$ cat src/rtl/ctrl_pipe.sv
// ctrl_pipe: carries decoded control bits from ID through the ID/EX, EX/MEM and
// MEM/WB pipeline registers. It inserts a bubble on a load-use stall, freezes
// every stage on a data-memory stall, and raises the IF/ID flush for taken
// branches and jumps.
// Optional feature: define CTRL_PIPE_PERF_EN to build the retired-instruction
// and bubble counters. When it is undefined, both counter outputs read 0.
module ctrl_pipe #(
    parameter int CNT_W = 32
) (
    input  logic             clk_i,
    input  logic             rst_i,
    input  logic [31:0]      control_i,
    input  logic             branch_i,
    input  logic             jump_i,
    input  logic             eq_i,
    input  logic             stall_i,
    input  logic             mem_stall_i,
    output logic             ex_alusrc_o,
    output logic [1:0]       ex_aluop_o,
    output logic             ex_regdst_o,
    output logic             ex_memread_o,
    output logic             mem_memread_o,
    output logic             mem_memwrite_o,
    output logic             wb_regwrite_o,
    output logic             wb_memtoreg_o,
    output logic             if_flush_o,
    output logic [CNT_W-1:0] retired_cnt_o,
    output logic [CNT_W-1:0] bubble_cnt_o
);

    // Bit layout of the ID/EX control byte:
    // [0] RegWrite, [1] MemToReg, [2] MemWrite, [3] MemRead,
    // [4] RegDst, [6:5] ALUOp, [7] ALUSrc
    logic [7:0] id_ex_ctrl;
    logic       id_ex_valid;
    logic       ex_mem_memread;
    logic       ex_mem_memwrite;
    logic       ex_mem_regwrite;
    logic       ex_mem_memtoreg;
    logic       ex_mem_valid;
    logic       mem_wb_regwrite;
    logic       mem_wb_memtoreg;
    logic       mem_wb_valid;
    logic       unused_bits;

    // Pipeline registers: reset clears, memory stall freezes, load-use stall injects a bubble
    always_ff @(posedge clk_i) begin
        if (rst_i) begin
            id_ex_ctrl      <= '0;
            id_ex_valid     <= 1'b0;
            ex_mem_memread  <= 1'b0;
            ex_mem_memwrite <= 1'b0;
            ex_mem_regwrite <= 1'b0;
            ex_mem_memtoreg <= 1'b0;
            ex_mem_valid    <= 1'b0;
            mem_wb_regwrite <= 1'b0;
            mem_wb_memtoreg <= 1'b0;
            mem_wb_valid    <= 1'b0;
        end else if (!mem_stall_i) begin
            ex_mem_memread  <= id_ex_ctrl[3];
            ex_mem_memwrite <= id_ex_ctrl[2];
            ex_mem_regwrite <= id_ex_ctrl[0];
            ex_mem_memtoreg <= id_ex_ctrl[1];
            ex_mem_valid    <= id_ex_valid;
            mem_wb_regwrite <= ex_mem_regwrite;
            mem_wb_memtoreg <= ex_mem_memtoreg;
            mem_wb_valid    <= ex_mem_valid;
            if (stall_i) begin
                id_ex_ctrl  <= '0;
                id_ex_valid <= 1'b0;
            end else begin
                id_ex_ctrl  <= control_i[7:0];
                id_ex_valid <= 1'b1;
            end
        end
    end

    assign ex_alusrc_o    = id_ex_ctrl[7];
    assign ex_aluop_o     = id_ex_ctrl[6:5];
    assign ex_regdst_o    = id_ex_ctrl[4];
    assign ex_memread_o   = id_ex_ctrl[3];
    assign mem_memread_o  = ex_mem_memread;
    assign mem_memwrite_o = ex_mem_memwrite;
    assign wb_regwrite_o  = mem_wb_regwrite;
    assign wb_memtoreg_o  = mem_wb_memtoreg;

    // A branch whose operands are still stalled must not redirect fetch yet
    assign if_flush_o = (jump_i | (branch_i & eq_i)) & ~stall_i & ~mem_stall_i;

`ifdef CTRL_PIPE_PERF_EN
    logic [CNT_W-1:0] retired_q;
    logic [CNT_W-1:0] bubble_q;

    // Performance counters advance only on non-frozen edges and wrap modulo 2^CNT_W
    always_ff @(posedge clk_i) begin
        if (rst_i) begin
            retired_q <= '0;
            bubble_q  <= '0;
        end else if (!mem_stall_i) begin
            if (mem_wb_valid) begin
                retired_q <= retired_q + CNT_W'(1);
            end
            if (stall_i) begin
                bubble_q <= bubble_q + CNT_W'(1);
            end
        end
    end

    assign retired_cnt_o = retired_q;
    assign bubble_cnt_o  = bubble_q;
    assign unused_bits   = ^control_i[31:8];
`else
    assign retired_cnt_o = '0;
    assign bubble_cnt_o  = '0;
    assign unused_bits   = ^{control_i[31:8], mem_wb_valid};
`endif

endmodule
$ cat config.mk
export PLATFORM = sky130hd
export DESIGN_NAME = ctrl_pipe
export DESIGN_NICKNAME = d
export VERILOG_FILES = /design/src/rtl/ctrl_pipe.sv
export SDC_FILE = /design/constraint.sdc
export NUM_CORES = 1
export LEC_CHECK = 0
export CORE_ASPECT_RATIO = 1.25
export CORE_UTILIZATION = 32
export CTS_BUF_LIST = sky130_fd_sc_hd__clkbuf_8
export DETAILED_ROUTE_END_ITERATION = 10
export PLACE_DENSITY_LB_ADDON = 0.15
export SLEW_MARGIN = 15
export SYNTH_ARGS = -nofsm -noshare
export SYNTH_HDL_FRONTEND = slang
export SYNTH_SLANG_ARGS = --single-unit
$ cat constraint.sdc
create_clock -name clk_i -period 2.4 [get_ports clk_i]
set_input_delay 0.36 -clock clk_i [delete_from_list [all_inputs] [get_ports clk_i]]
set_output_delay 0.36 -clock clk_i [all_outputs]
set_load 0.01 [all_outputs]
# Word-level counts from Yosys, hierarchy flattened
# Index checks and enable logic that the tools add are counted.
# op_classes
muxes	1
bitwise_logic	6
# ops
op	count
$mux 8	1
$and 1x1->1	3
$not 1->1	2
$or 1x1->1	1
# totals
regBits	14
inputBits	39
output_inout_bits	74
wordCells	14

# Logic depth before layout (Yosys ltp)
# Gate-level depths: netlist (run 1).
# logic_depth
word_depth	4
depth_mapped	4
ltp_nobuf	2

# Least setup slack after synthesis (run 1)
# No wires, ideal clock.
# synth_path
kind	in2out
start	input mem_stall_i
end	output if_flush_o
t_arrival_ns	1.036
t_required_ns	2.040
slack_ns	1.004
cell_stages	4
path_buffers	2
cell_sequence	buf_6 or2_1 buf_4 nor2_1
# synth_via
elab_chain_cells	2
# synth_rtl
element	line	rtl
start, declared	17	input logic mem_stall_i,
$not 1->1	88	assign if_flush_o = (jump_i | (branch_i & eq_i)) & ~stall_i & ~mem_stall_i;
$and 1x1->1	88	
end, declared	26	output logic if_flush_o,
# No other way between the ends.

# Worst setup path in the final report (run 1)
# Ends and elaborated chain as after synthesis.

==> impl_results.md, run 1 <==
* Fin crit share at 85.6%
* Commonest non-fill, non-tap cell in the layout: conb_1
* Yosys reg bits at 14
* Req. time, crit path at 2.04 ns
* Worst Hold Class: reg -> reg
* First-pass GRT wire length at 2150 µm
* Resized cells post-CTS at 0
* Max_cap viols at 0
* Gr ovfl total at 0
* Pre-CTS WS at 0.353 ns
* Sw Pwr at 0.158 mW
* Port bufs at 24
* Total Power at 0.586 mW
* Slew headroom at 57.4%
* CP endpoint: if_flush_o
* Postcts setup bufs at 0
* Max-slew violation count at 0
* Setup crit start kind: primary input
* TritonCTS clock tree: done
* Die height at 67.2 µm
* IO Count at 113
* Synth area leader: buf_4
* Power density of the placed cells at 505 mW/mm²
* Tot GR Track Use at 8.14%
* Crit path from: mem_stall_i
* Detail Route Antenna Nets at 0
* Cells along the critical path: clkdlybuf4s50_1 -> or2_1 -> nor2_1 -> clkdlybuf4s50_1
* Syn Inst Count at 125
* Pin count of the biggest net entering global routing at 18
* GRT met1 Usage at 10.2%
* GRT met3 Usage at 3.60%
* Post-Route Utilization at 36.0%
* Via count at 624
* R2R Path Start: mem_memwrite_o$_SDFFE_PP0N_
* Tightest Pin Transition at 0.637 ns
* Sw frac at 26.9%
* R2r setup slk at 1.78 ns
* Worst R2R End: mem_memwrite_o$_SDFFE_PP0N_
* GPL Wtd Cong at 0.634
* Min setup slack post-route at 0.345 ns
* Worst R2R Path Depth at 2
* Clk sinks at 14
* Clock skew at 0.000251 ns
* Post-synthesis cell type count at 14
* Pleak at 0.547 nW
* Htree depth at 1
* Layout Cells excl Fill at 185
* FP Rows at 23
* Setup TNS at 0 ns
* RSZ-0062 raised after global routing: false
* YS warnings at 0
* Initial core utilization at 33.8%
* Die ar. at 0.00364 mm²
* CTS Root Cell: clkbuf_8
* Max stage delay on crit path at 0.54 ns
* Core area at 0.00322 mm²
* Worst skew pair latency at 0.24 ns
* Layout cells sized above 1 at 10.1%
* Crit-path max FO at 2
* Worst setup EP type: output port
* DR WL/cell at 7.85 µm
* Fin. Hold Viols at 0
* Min Clock Period, post-route at 2.06 ns
* Via/cell ratio at 3.37
* Internal at 0.429 mW
* GR peak layer: met2
* Initial antenna violation count at 0
* Clock network power share at 38.5%
* DRC at 0
* Sequential share of power at 41.4%
* Met2 Use GR at 11.7%
* Syn avg cell area at 8.72 µm²
* Post-layout net count at 188
* Synthesized cell area at 0.00109 mm²
* Min-delay src: id_ex_ctrl[6]$_SDFFE_PP0N_
* Detailed-router iteration count before antenna repair at 3
* Placed Cells at 181
* # fillers at 342
* Crit-path slowest cell: clkdlybuf4s50_1
* CTS buffer count at 3
* Initial DRC Count at 18
* Fmax at 487 MHz
* Top cells by area, synth: buf_4 (46%), dfxtp_1 (26%), o22ai_2 (8.0%)
* Post-synthesis sequential area ratio at 25.7%
* Cts hold-fix bufs at 0
* Dpl hpwl at 1150 µm
* CP arrival at 1.70 ns
* Overall die width at 54.2 µm
* Most frequent cells in the layout: conb_1 (64), clkdlybuf4s50_1 (24), dfxtp_1 (14)
* Final WL at 1450 µm
* Number of global-route vias before repair at 486
* Setup violations, final at 0
* Comb power frac at 20.0%
* Crit path kind: in -> out
* Area grow syn2layout at 6.54%
* Buffer depth of the longest clock path at 2
* Diodes inserted at 0
* VDD IR-drop max at 201 µV
* Share of the synthesized area in the top cell type at 46.2%
* Outcome: complete, no violations
* Reg clk slew, reported paths at 0.06 ns
* Worst path most repeated cell: clkdlybuf4s50_1
-- area by class of cell --
class	instances	area (µm²)	area share (%)
Clock buffer	4	55.1	4.74
Multi-Input combinational cell	103	517	44.5
Timing Repair Buffer	27	263	22.6
Sequential cell	14	280	24.1
Tap cell	37	46.3	3.99
-- cells by family after synthesis --
| family | count (synthesis) | share of synthesized area [%] |
|---|---|---|
| simple gates | 24 | 10.6 |
| buf+inv | 71 | 48.6 |
| flops | 14 | 25.7 |
| compound gates | 9 | 9.30 |
| mux | 6 | 5.51 |
| other cells | 1 | 0.344 |
-- power groups by stage --
stage          Combinational [mW]  Sequential, mW  Clock [mW]
2_1_floorplan               0.157           0.249           0
3_3_place_gp                0.115           0.248           0
3_5_place_dp                0.116           0.248           0
4_1_cts                     0.116           0.243       0.234
5_1_grt                     0.132           0.244       0.248
6_report                    0.117           0.243       0.226
-- flip-flops by register name, summed over array words and instances, names as in the netlist --
register	count
ex_mem_regwrite	1
id_ex_ctrl	8
mem_memwrite_o	1
wb_regwrite_o	1
wb_memtoreg_o	1
mem_memread_o	1
ex_mem_memtoreg	1
-- how the worst min path moves through the flow --
stage | endpoint | slack [ns] | depth (start not counted)
2_1_floorplan | id_ex_ctrl[6]$_SDFFE_PP0N_ | 0.45 | 2
3_3_place_gp | id_ex_ctrl[6]$_SDFFE_PP0N_ | 0.46 | 2
3_5_place_dp | id_ex_ctrl[6]$_SDFFE_PP0N_ | 0.46 | 2
4_1_cts | id_ex_ctrl[6]$_SDFFE_PP0N_ | 0.47 | 2
5_1_grt | id_ex_ctrl[0]$_SDFFE_PP0N_ | 0.50 | 2
6_report | id_ex_ctrl[6]$_SDFFE_PP0N_ | 0.47 | 2
-- metal layers --
layer / wire length (µm) / vias up / part of all wire (%)
met3: 178 / 2 / 12
li1: - / 310 / -
met4: 8 / 0 / 0.55
met2: 695 / 49 / 48
met1: 570 / 263 / 39
met5: 0 / - / 0
-- synthesized netlist by cell type (all sizes together) --
cell type and n:
a21oi 2, buf 71, conb 1, dfxtp 14, mux2i 6, nand2 8, nand2b 7, nor2 7
o22ai 7, or2 1, or3b 1
-- critical path, delay by kind of cell --
kind          cells  cell delay (ns)
simple gates      2             0.38
buf+inv           2             0.95
-- metrics by stage --
step | instance area [µm²] | hold WS, ns
after floorplan | 1330 | 0.449
after global placement | 1110 | 0.462
after detailed placement | 1110 | 0.462
after CTS | 1160 | 0.473
after global routing | 1160 | 0.501
final | 1160 | 0.468
(Power assumes the default switching activity.)
==> run 2, diff against run 1 <==
Settings changed: ABC_CLOCK_PERIOD_IN_PS set to 2400, PLACE_DENSITY set to 0.93, PLACE_DENSITY_LB_ADDON 0.15 to not set.
==> impl_results.md, run 2 (same netlist as run 1, synthesis figures left out) <==
* Max-slew violation count at 0
* Buffers & Inverters on Critical Path at 2
* Area grow syn2layout at 6.54%
* Crit-path slowest cell: clkdlybuf4s50_1
* Hold path depth at 2
* Worst R2R Path Depth at 2
* Resized cells post-CTS at 0
* Worst setup EP type: output port
* Min Clock Period, post-route at 2.05 ns
* Max FFs per register at 8
* Area of the multi-input gates at 517 µm²
* Port bufs at 24
* Worst skew pair latency at 0.24 ns
* VDD IR-drop max at 239 µV
* Initial core utilization at 33.8%
* Cells along the critical path: clkdlybuf4s50_1 -> or2_1 -> nor2_1 -> clkdlybuf4s50_1
* Post-layout net count at 188
* Detailed-router iteration count before antenna repair at 4
* First-pass GRT wire length at 2170 µm
* Overall die width at 54.2 µm
* Diodes inserted at 0
* Total Power at 0.589 mW
* Via/cell ratio at 3.49
* Fmax at 488 MHz
* Outcome: complete, no violations
* IO Count at 113
* Postcts setup bufs at 0
* Layout Cells excl Fill at 185
* Cts hold-fix bufs at 0
* Buffer depth of the longest clock path at 2
* Req. time, crit path at 2.04 ns
* Dpl hpwl at 1180 µm
* Setup TNS at 0 ns
* Initial DRC Count at 16
* Power density of the placed cells at 507 mW/mm²
* Tightest Pin Transition at 0.736 ns
* Number of global-route vias before repair at 481
* # fillers at 351
* RSZ-0062 raised after global routing: false
* Commonest non-fill, non-tap cell in the layout: conb_1
* FP Rows at 23
* Crit-path max FO at 2
* Critical path's top delay family: buffers and inverters
* Worst path most repeated cell: clkdlybuf4s50_1
* CTS Root Cell: clkbuf_8
* Top reg by flops: id_ex_ctrl
* Clock skew at 0.00361 ns
* Crit path kind: in -> out
* Initial antenna violation count at 0
* Clk sinks at 14
* Layout cells sized above 1 at 10.1%
* Fin. Hold Viols at 0
* Max_cap viols at 0
* Gr ovfl total at 0
* DR WL/cell at 8.25 µm
* Min setup slack post-route at 0.352 ns
* Most frequent cells in the layout: conb_1 (64), clkdlybuf4s50_1 (24), dfxtp_1 (14)
* CP arrival at 1.69 ns
* Fin crit share at 85.4%
* Max stage delay on crit path at 0.54 ns
* Pre-CTS WS at 0.345 ns
* DRC at 0
* Detail Route Antenna Nets at 0
* Pleak at 0.547 nW
* Setup violations, final at 0
* Die height at 67.2 µm
* CP Depth at 4
* Reg area at 280 µm²
* Setup crit start kind: primary input
* Reg clk slew, reported paths at 0.06 ns
* Tot GR Track Use at 8.73%
* Worst Hold Class: reg -> reg
* Htree depth at 1
* Slew headroom at 50.8%
* Pin count of the biggest net entering global routing at 20
* Final WL at 1530 µm
* Core area at 0.00322 mm²
* TritonCTS clock tree: done
* Placed Cells at 181
* GPL Wtd Cong at 0.619
* CTS buffer count at 3
* Via count at 645
* Die ar. at 0.00364 mm²
==> run 2: worst register-to-register path: cells and delay by family (launching register included) <==
kind               cells  cell delay [ns]
AOI/OAI and AO/OA      1             0.14
DFF                    1             0.34
and+or+nand+nor        1             0.08
==> run 2: path summary, 6_finish.rpt <==
check | from | slack [ns] | endpoint
worst max-delay path | mem_stall_i | 0.35 | if_flush_o
worst min-delay path | id_ex_ctrl[6]$_SDFFE_PP0N_ | 0.48 | id_ex_ctrl[6]$_SDFFE_PP0N_
worst min register to register | id_ex_ctrl[6]$_SDFFE_PP0N_ | 0.48 | id_ex_ctrl[6]$_SDFFE_PP0N_
worst max register to register | id_ex_ctrl[3]$_SDFFE_PP0N_ | 1.77 | id_ex_ctrl[3]$_SDFFE_PP0N_
==> run 2: final cells by class <==
class | instances | share of cell area, %
Timing Repair Buffer | 27 | 22.6
Multi-Input combinational cell | 103 | 44.5
Tap cell | 37 | 3.99
Sequential cell | 14 | 24.1
Clock buffer | 4 | 4.74
==> run 2: where the power goes <==
part | leakage, nW | switching (mW) | internal, mW
sequential | 0.114 | 0.00348 | 0.239
clock | 0.0288 | 0.0830 | 0.145
combinational | 0.405 | 0.0735 | 0.0443
total | 0.547 | 0.160 | 0.429
==> run 2: metal layers <==
metal,routed length [µm],vias up,track usage (%)
met5,0,-,0
met4,24,0,7.69
met3,173,2,2.70
met2,733,55,12.5
met1,595,278,10.1
li1,-,310,-
==> run 2: stage by stage <==
stage | hold WS (ns) | utilization (%) | area (µm²)
5_1_grt | 0.505 | 36.0 | 1160
6_report | 0.481 | 36.0 | 1160
3_5_place_dp | 0.475 | 34.3 | 1110
4_1_cts | 0.484 | 36.0 | 1160
3_3_place_gp | 0.457 | 34.3 | 1110
2_1_floorplan | 0.449 | - | 1330
==> run 3, diff against run 2 <==
Settings changed: CELL_PAD_IN_SITES_DETAIL_PLACEMENT set to 0, CELL_PAD_IN_SITES_GLOBAL_PLACEMENT set to 2, CORE_UTILIZATION 32 to 15, PLACE_DENSITY 0.93 to 0.92.
==> impl_results.md, run 3 (same netlist as run 1, synthesis figures left out) <==
* GPL Wtd Cong at 0.634
* Worst setup EP type: output port
* Die ar. at 0.00761 mm²
* Outcome: complete, no violations
* Setup violations, final at 0
* Core area at 0.00698 mm²
* Power density of the placed cells at 479 mW/mm²
* Postcts setup bufs at 0
* Post-layout net count at 188
* Port bufs at 24
* Worst skew pair latency at 0.25 ns
* Crit-path max FO at 2
* Max_cap viols at 0
* R2r setup slk at 1.77 ns
* Resized cells post-CTS at 0
* Clock skew at 0.000305 ns
* Min-delay src: id_ex_ctrl[6]$_SDFFE_PP0N_
* Pleak at 0.547 nW
* IO Count at 113
* Dpl hpwl at 1240 µm
* Layout Cells excl Fill at 238
* Buffer depth of the longest clock path at 2
* Diodes inserted at 0
* Initial DRC Count at 26
* Pin count of the biggest net entering global routing at 19
* Crit-path slowest cell: clkdlybuf4s50_1
* Fmax at 479 MHz
* TritonCTS clock tree: done
* Overall die width at 78.2 µm
* Htree depth at 1
* DR WL/cell at 6.64 µm
* Critical path's top delay family: buffers and inverters
* Detailed-router iteration count before antenna repair at 2
* Crit path kind: in -> out
* Worst R2R End: id_ex_ctrl[3]$_SDFFE_PP0N_
* Placed Cells at 234
* Top reg by flops: id_ex_ctrl
* Cells along the critical path: clkdlybuf4s50_1 -> or2_1 -> nor2_1 -> clkdlybuf4s50_1
* Worst R2R Path Depth at 2
* Detail Route Antenna Nets at 0
* Initial core utilization at 15.6%
* Gr ovfl total at 0
* Max stage delay on crit path at 0.54 ns
* Via/cell ratio at 2.69
* Die height at 97.3 µm
* CTS Root Cell: clkbuf_8
* DRC at 0
* Max-slew violation count at 0
* First-pass GRT wire length at 2260 µm
* Tot GR Track Use at 4.01%
* Layout cells sized above 1 at 10.1%
* Fin. Hold Viols at 0
* RSZ-0062 raised after global routing: false
* Setup TNS at 0 ns
* FP Rows at 34
* Req. time, crit path at 2.04 ns
* Max FFs per register at 8
* Reg clk slew, reported paths at 0.06 ns
* CP endpoint: if_flush_o
* Most frequent cells in the layout: conb_1 (64), clkdlybuf4s50_1 (24), dfxtp_1 (14)
* CP arrival at 1.73 ns
* CTS buffer count at 3
* Final WL at 1580 µm
* VDD IR-drop max at 150 µV
* Fin crit share at 86.9%
* Min Clock Period, post-route at 2.09 ns
* Initial antenna violation count at 0
* Commonest non-fill, non-tap cell in the layout: conb_1
* CP Depth at 4
* R2R Path Start: id_ex_ctrl[3]$_SDFFE_PP0N_
* Slew headroom at 53.3%
* Number of global-route vias before repair at 478
* Buffers & Inverters on Critical Path at 2
* Tightest Pin Transition at 0.698 ns
* Worst Hold Class: reg -> reg
* Via count at 640
* Worst path most repeated cell: clkdlybuf4s50_1
* Crit path from: mem_stall_i
* Setup crit start kind: primary input
* Clk sinks at 14
* Cts hold-fix bufs at 0
* Area grow syn2layout at 12.6%
* # fillers at 806
==> run 3: cell counts in the layout (fill, tap and decap cells not counted) <==
Identical to the previous run, type by type.
==> run 3: worst min-delay path by stage <==
| stage | end | cells after the start |
|---|---|---|
| 4_1_cts | id_ex_ctrl[6]$_SDFFE_PP0N_ | 2 |
| 2_1_floorplan | id_ex_ctrl[6]$_SDFFE_PP0N_ | 2 |
| 6_report | id_ex_ctrl[6]$_SDFFE_PP0N_ | 2 |
| 3_5_place_dp | id_ex_ctrl[6]$_SDFFE_PP0N_ | 2 |
| 5_1_grt | id_ex_ctrl[6]$_SDFFE_PP0N_ | 2 |
| 3_3_place_gp | id_ex_ctrl[6]$_SDFFE_PP0N_ | 2 |
==> run 3: metrics by stage <==
| step | hold WS [ns] | instance area [µm²] | power, mW | worst slack, ns | util, % |
|---|---|---|---|---|---|
| 3_3_place_gp | 0.459 | 1170 | 0.364 | 0.292 | 16.8 |
| 2_1_floorplan | 0.449 | 1330 | 0.406 | 1.00 | - |
| 3_5_place_dp | 0.460 | 1170 | 0.365 | 0.304 | 16.8 |
| 5_1_grt | 0.510 | 1230 | 0.618 | 0.245 | 17.6 |
| 6_report | 0.469 | 1230 | 0.588 | 0.314 | 17.6 |
| 4_1_cts | 0.472 | 1230 | 0.595 | 0.286 | 17.6 |
==> run 3: power breakdown <==
part           switching [mW]  total [mW]  leakage (nW)  internal [mW]
logic                  0.0732       0.117         0.405         0.0443
clock network          0.0819       0.227        0.0288          0.145
registers             0.00332       0.243         0.114          0.240
total                   0.158       0.588         0.547          0.429
==> run 3: worst reg2reg max path, stage by stage, from the launching register on <==
cell and delay, ns:
dfxtp_1 0.35, nand2_1 0.07, o22ai_2 0.13
==> run 3: layer usage <==
metal  up-vias  track usage, %  part of all wire, %
met1       266            4.28                   36
met2        61            5.53                   43
met5         -               0                    0
met4         0            3.42                  2.8
met3         4            2.35                   18
li1        309               -                    -
==> run 3: final cells by class <==
type,instances,area (µm²),share of cell area [%]
Sequential cell,14,280,22.8
Clock buffer,4,55.1,4.49
Multi-Input combinational cell,103,517,42.1
Timing Repair Buffer,27,263,21.4
Tap cell,90,113,9.17
